==> src/rtl/md5_stream_core.sv <==
// MD5 chaining core: IN_W-bit beats of pre-padded 512-bit blocks in, UNROLL rounds per clock, 128-bit digest out.
// Digest valid 64/UNROLL+2 cycles after the last beat; in_ready drops from block end until the digest is taken.
module md5_stream_core #(
  parameter int IN_W   = 32,
  parameter int UNROLL = 1
) (
  input  logic            clk,
  input  logic            reset,
  input  logic            in_valid,
  output logic            in_ready,
  input  logic [IN_W-1:0] in_data,
  input  logic            in_first,
  input  logic            in_last,
  output logic            digest_valid,
  input  logic            digest_ready,
  output logic [127:0]    digest,
  output logic            busy
);
  localparam int BPB = 512 / IN_W;
  localparam int BW  = (BPB > 1) ? $clog2(BPB) : 1;
  localparam logic [127:0] IV = {32'h67452301, 32'hefcdab89, 32'h98badcfe, 32'h10325476};

  localparam logic [31:0] K [64] = '{
    32'hd76aa478, 32'he8c7b756, 32'h242070db, 32'hc1bdceee, 32'hf57c0faf, 32'h4787c62a, 32'ha8304613, 32'hfd469501,
    32'h698098d8, 32'h8b44f7af, 32'hffff5bb1, 32'h895cd7be, 32'h6b901122, 32'hfd987193, 32'ha679438e, 32'h49b40821,
    32'hf61e2562, 32'hc040b340, 32'h265e5a51, 32'he9b6c7aa, 32'hd62f105d, 32'h02441453, 32'hd8a1e681, 32'he7d3fbc8,
    32'h21e1cde6, 32'hc33707d6, 32'hf4d50d87, 32'h455a14ed, 32'ha9e3e905, 32'hfcefa3f8, 32'h676f02d9, 32'h8d2a4c8a,
    32'hfffa3942, 32'h8771f681, 32'h6d9d6122, 32'hfde5380c, 32'ha4beea44, 32'h4bdecfa9, 32'hf6bb4b60, 32'hbebfbc70,
    32'h289b7ec6, 32'heaa127fa, 32'hd4ef3085, 32'h04881d05, 32'hd9d4d039, 32'he6db99e5, 32'h1fa27cf8, 32'hc4ac5665,
    32'hf4292244, 32'h432aff97, 32'hab9423a7, 32'hfc93a039, 32'h655b59c3, 32'h8f0ccc92, 32'hffeff47d, 32'h85845dd1,
    32'h6fa87e4f, 32'hfe2ce6e0, 32'ha3014314, 32'h4e0811a1, 32'hf7537e82, 32'hbd3af235, 32'h2ad7d2bb, 32'heb86d391
  };
  // Shift amount depends only on the round group and the step position within each group of four.
  localparam logic [4:0] S [16] = '{
    5'd7, 5'd12, 5'd17, 5'd22, 5'd5, 5'd9, 5'd14, 5'd20,
    5'd4, 5'd11, 5'd16, 5'd23, 5'd6, 5'd10, 5'd15, 5'd21
  };

  typedef enum logic [2:0] {IDLE, LOAD, COMPUTE, FINAL, OUT} state_t;

  state_t        state_q, state_d;
  logic [BW-1:0] beat_q, beat_d;
  logic [5:0]    rnd_q, rnd_d;
  logic [511:0]  blk_q, blk_d;
  logic [127:0]  h_q, h_d, st_q, st_d, dig_q, dig_d;
  logic          first_q, first_d, last_q, last_d, ld_q, ld_d;
  logic [31:0]   mw [16];
  logic [127:0]  st_rnd;

  function automatic logic [31:0] bswap(input logic [31:0] x);
    return {x[7:0], x[15:8], x[23:16], x[31:24]};
  endfunction

  // Block is held as a byte stream (byte 0 at the top); message words are little-endian.
  always_comb begin
    for (int j = 0; j < 16; j++) mw[j] = bswap(blk_q[511-32*j -: 32]);
  end

  always_comb begin
    logic [31:0] a, b, c, d, f, t;
    logic [5:0]  i;
    logic [3:0]  g;
    logic [63:0] rot;
    {a, b, c, d} = st_q;
    for (int u = 0; u < UNROLL; u++) begin
      i = rnd_q + 6'(u);
      case (i[5:4])
        2'd0:    begin f = (b & c) | (~b & d); g = i[3:0]; end
        2'd1:    begin f = (d & b) | (~d & c); g = i[3:0] * 4'd5 + 4'd1; end
        2'd2:    begin f = b ^ c ^ d;          g = i[3:0] * 4'd3 + 4'd5; end
        default: begin f = c ^ (b | ~d);       g = i[3:0] * 4'd7; end
      endcase
      t   = a + f + K[i] + mw[g];
      rot = {t, t} << S[{i[5:4], i[1:0]}];
      a   = d;
      d   = c;
      c   = b;
      b   = b + rot[63:32];
    end
    st_rnd = {a, b, c, d};
  end

  always_comb begin
    state_d = state_q;
    beat_d  = beat_q;
    rnd_d   = rnd_q;
    blk_d   = blk_q;
    h_d     = h_q;
    st_d    = st_q;
    dig_d   = dig_q;
    first_d = first_q;
    last_d  = last_q;
    ld_d    = ld_q;
    case (state_q)
      IDLE: state_d = LOAD;
      LOAD: begin
        if (in_valid) begin
          for (int k = 0; k < BPB; k++)
            if (beat_q == BW'(k)) blk_d[511-k*IN_W -: IN_W] = in_data;
          if (beat_q == '0) first_d = in_first;
          if (beat_q == BW'(BPB - 1)) begin
            last_d  = in_last;
            beat_d  = '0;
            ld_d    = 1'b1;
            state_d = COMPUTE;
          end else begin
            beat_d = beat_q + BW'(1);
          end
        end
      end
      COMPUTE: begin
        // First compute cycle only seeds the working registers.
        if (ld_q) begin
          st_d = first_q ? IV : h_q;
          if (first_q) h_d = IV;
          ld_d = 1'b0;
        end else begin
          st_d  = st_rnd;
          rnd_d = rnd_q + 6'(UNROLL);
          if (rnd_q == 6'(64 - UNROLL)) state_d = FINAL;
        end
      end
      FINAL: begin
        h_d[127:96] = h_q[127:96] + st_q[127:96];
        h_d[95:64]  = h_q[95:64]  + st_q[95:64];
        h_d[63:32]  = h_q[63:32]  + st_q[63:32];
        h_d[31:0]   = h_q[31:0]   + st_q[31:0];
        if (last_q) begin
          dig_d   = {bswap(h_d[127:96]), bswap(h_d[95:64]), bswap(h_d[63:32]), bswap(h_d[31:0])};
          state_d = OUT;
        end else begin
          state_d = LOAD;
        end
      end
      OUT: if (digest_ready) state_d = LOAD;
      default: state_d = IDLE;
    endcase
  end

  always_ff @(posedge clk) begin
    if (reset) begin
      state_q <= IDLE;
      beat_q  <= '0;
      rnd_q   <= '0;
      blk_q   <= '0;
      h_q     <= IV;
      st_q    <= '0;
      dig_q   <= '0;
      first_q <= 1'b0;
      last_q  <= 1'b0;
      ld_q    <= 1'b0;
    end else begin
      state_q <= state_d;
      beat_q  <= beat_d;
      rnd_q   <= rnd_d;
      blk_q   <= blk_d;
      h_q     <= h_d;
      st_q    <= st_d;
      dig_q   <= dig_d;
      first_q <= first_d;
      last_q  <= last_d;
      ld_q    <= ld_d;
    end
  end

  assign in_ready     = (state_q == LOAD);
  assign digest_valid = (state_q == OUT);
  assign busy         = (state_q != IDLE);
  assign digest       = dig_q;

endmodule

==> config.mk <==
export PLATFORM = sky130hd
export DESIGN_NAME = md5_stream_core
export DESIGN_NICKNAME = d
export VERILOG_FILES = /design/src/rtl/md5_stream_core.sv
export SDC_FILE = /design/constraint.sdc
export NUM_CORES = 2
export LEC_CHECK = 0
export BUFFER_PORTS_ARGS = -buffer_cell sky130_fd_sc_hd__buf_4
export CAP_MARGIN = 20
export CELL_PAD_IN_SITES_DETAIL_PLACEMENT = 1
export CELL_PAD_IN_SITES_GLOBAL_PLACEMENT = 1
export CORE_ASPECT_RATIO = 1.25
export CORE_MARGIN = 2
export CORE_UTILIZATION = 40
export CTS_CLUSTER_SIZE = 40
export DETAILED_ROUTE_END_ITERATION = 8
export PLACE_DENSITY_LB_ADDON = 0.25
export SLEW_MARGIN = 20
export SYNTH_ARGS = -nofsm -noshare
export SYNTH_HDL_FRONTEND = slang
export SYNTH_SLANG_ARGS = --single-unit
==> constraint.sdc <==
create_clock -name clk -period 20.8 [get_ports clk]
set_clock_uncertainty 0.15 [all_clocks]
set_input_delay 2.08 -clock clk [delete_from_list [all_inputs] [get_ports clk]]
set_output_delay 2.08 -clock clk [all_outputs]
set_load 0.01 [all_outputs]
==> qor.csv <==
stage,metric,value,unit
die,total die area,138000,um2
die,chip height,415,um
worst_setup_path,Worst R2R Path Depth,44,
outcome,outcome,completed,
die,core box area,134000,um2
clocking,Skew-Pair Late Insertion Delay,0.77,ns
clocking,Clock transition at path regs,0.06,ns
logic_synthesis,#FFs+latches synth,912,
worst_setup_path,CP Capture Type,flop,
worst_setup_path,critical path class,reg -> reg,
placement,placed cell areas,56500,um2
worst_setup_path,CP Capture Point,st_q[94],
worst_setup_path,"critical path fanouts, max",124,
logic_synthesis,"Top FF cell, synth",dfxtp_1,
run,max-cap viol count,0,
placement,pre-CTS WS,8.09,ns
global_routing,first-pass GRT wire length,335000,um
logic_synthesis,"Async S/R FF share, synth",0,
logic_synthesis,main combinational cell family by area after synthesis,compound AO/OA/AOI/OAI gates,
cells_and_area,Final Core Density,0.448,
cells_and_area,Final #Nets,7087,
power_and_ir_drop,Power Total,3.81,mW
sta,final worst-path cycle share,0.621,
logic_synthesis,Mapped Cells,6943,
sta,"Slew Viols, Final",0,
logic_synthesis,Ys Warns,0,
clocking,post-CTS sizing,0,
worst_setup_path,capturing point of the worst reg2reg path,st_q[94],
cells_and_area,share of cells above drive strength 1,0.0992,
logic_synthesis,mux share of post-synthesis cell area,0.0834,
clocking,setup repair bufs after CTS,0,
logic_synthesis,Area contributors post-synth,"dfxtp_1 (34%), nand2_1 (11%), a21oi_1 (9.3%)",
hold_path,hold crit path type,reg -> reg,
logic_synthesis,Post-synth EDFFs,0,
power_and_ir_drop,leakage,22.4,nW
routing,Avg WL per Cell,26.2,um
worst_setup_path,CP max-delay cell,ha_1,
power_and_ir_drop,Pwr Density,63.7,nW/um2
routing,DR iter-0 viols,3648,
clocking,Num Clock Sinks,912,
placement,GP Congestion,1.05,
sta,Hold Fails Final Rpt,0,
worst_setup_path,"reg-to-reg slack, setup",7.88,ns
cells_and_area,area delta synth->final,11.0,%
sta,RSZ-0062 raised after global routing,false,
worst_setup_path,Crit. Startpoint,rnd_q[0],
logic_synthesis,Yosys top cell area share,0.338,
worst_setup_path,CP most frequent cell,a21oi_1,
sta,max frequency,77.4,MHz
routing,drt total wl,225000,um
logic_synthesis,Post-Synth XOR/XNOR Area,0.0374,
die,Initial Utilization,0.403,
logic_synthesis,count of different cell masters after synthesis,88,
global_routing,vias in the first global route,52486,
global_routing,GRT overflow,0,
logic_synthesis,"Seq/Total Area, Yosys",0.338,
worst_setup_path,Critical Path Max Stage Delay,1.00,ns
sta,slew margin rel.,0.166,
sta,final setup fails,0,
placement,Port Buf Inserts,168,
die,Die W,333,um
routing,post-route DRC violation count,0,
cells_and_area,"commonest non-fill, non-tap cell in the layout",nand2_1,
logic_synthesis,Synth Area in Simple Gates,0.194,
clocking,CTS tree,yes,
clocking,H-tree levels,3,
routing,Avg Vias per Cell,6.02,
logic_synthesis,Adder-Cell Fraction of Synth Area,0.0770,
logic_synthesis,Synth Net Count,7272,
worst_setup_path,Startpoint Class,flop,
logic_synthesis,"area leader, netlist",dfxtp_1,
routing,DR vias,51699,
clocking,root buffer cell,clkbuf_16,
sta,Final min period,12.92,ns
worst_setup_path,CP Data Arrival Time,13.41,ns
global_routing,gr usage total,0.317,
die,# IOs,169,
logic_synthesis,syn_area_per_cell,7.78,um2
clocking,deepest clock path buffer count,3,
global_routing,largest net degree at the start of global routing,214,
worst_setup_path,"Req. time, crit path",21.29,ns
placement,Post-DP HPWL,156000,um
sta,TNS Setup,0,ns
logic_synthesis,Synth Area in Compound Gates,0.217,
die,num rows,150,
clocking,Num CTS Buffers,99,
cells_and_area,Final Cell Area,59900,um2
sta,setup ws final,7.88,ns
routing,drt pass-1 iters,6,
clocking,Hold Buf Count CTS,0,
cells_and_area,"commonest non-fill, non-tap cells in the layout","nand2_1 (1643), a21oi_1 (998), dfxtp_1 (907)",
routing,Antenna Nets Post-Route,0,
sta,measured slew at the worst slew-check pin,1.25,ns
power_and_ir_drop,Peak VDD IR,63.5,uV
global_routing,antenna violations before repair,4,
worst_setup_path,worst r2r src,rnd_q[0],
logic_synthesis,Mapped Area,54000,um2
[per-layer routing]
metal,vias to the layer above,global-route usage,wire (um)
met1,25877,0.362,87800
met3,556,0.0390,10600
met5,-,0,25
met2,1490,0.556,110000
li1,23772,-,-
met4,4,0.205,16400
[logic make-up after synthesis]
kind of cell             count (synthesis)
buffers and inverters                  760
multiplexers                           285
XOR/XNOR                               228
AND/OR/NAND/NOR                       2529
flip-flops                             912
AO/OA/AOI/OAI                         1938
adder cells (fa/ha/maj)                291
[critical path, delay by kind of cell (launching register included)]
kind	cells	cell delay (ns)
flops	1	0.60
fa+ha+maj	6	2.76
xor+xnor	3	0.45
simple gates	6	1.02
buf+inv	5	1.62
compound gates	19	4.63
mux	5	1.45
[state kept, by name, summed over array words and instances (netlist names)]
name	flops
rnd_q	6
last_q	1
ld_q	1
st_q	128
h_q	128
beat_q	4
digest	128
blk_q	512
state_q	3
first_q	1
[how the worst min path moves through the flow]
stage	from	end	slack (ns)	cells past startpoint
CTS	blk_q[423]	blk_q[423]	0.30	2
detailed placement	blk_q[423]	blk_q[423]	0.30	2
finish	blk_q[273]	blk_q[273]	0.30	2
floorplan	blk_q[391]	blk_q[391]	0.28	2
global route	blk_q[505]	blk_q[505]	0.32	2
global placement	blk_q[391]	blk_q[391]	0.29	2
[synthesized netlist by cell type, drive strengths merged (28+ instances only)]
cell type	count
a211oi	50
o22ai	52
nand3	64
xnor2	172
nor3	135
a22oi	65
mux4	127
clkbuf	506
nor2	415
nor2b	35
ha	222
or3	48
o21ai	235
xor2	55
a21oi	998
buf	54
nand2	1647
fa	69
o211ai	37
mux2	48
nand2b	76
a221oi	67
mux2i	110
a21o	77
a31oi	77
o21bai	28
dfxtp	912
o221ai	65
inv	197
[power breakdown]
part | switching, mW | total [mW] | internal [mW] | leakage, nW
Combinational | 0.131 | 0.187 | 0.0554 | 13.4
Clock | 0.804 | 1.87 | 1.07 | 1.66
Sequential | 0.00294 | 1.75 | 1.75 | 7.35
[stage by stage]
stage,hold slack [ns],instances
after floorplan,0.282,6943
after global placement,0.287,8405
after detailed placement,0.295,8405
after CTS,0.304,8586
after global routing,0.318,8587
final,0.304,8589
[area by class of cell]
| cell class | instances | area [um2] |
|---|---|---|
| fill | 16180 | 73900 |
| multi-input combinational | 5271 | 33100 |
| sequential | 912 | 18300 |
| clock buffer | 146 | 2930 |
| tap | 1748 | 2190 |
| timing repair buffer | 274 | 2140 |
| inverter | 200 | 752 |
| clock inverter | 35 | 508 |
| antenna | 3 | 7.51 |
No activity file was read; power rests on OpenSTA's default activity.
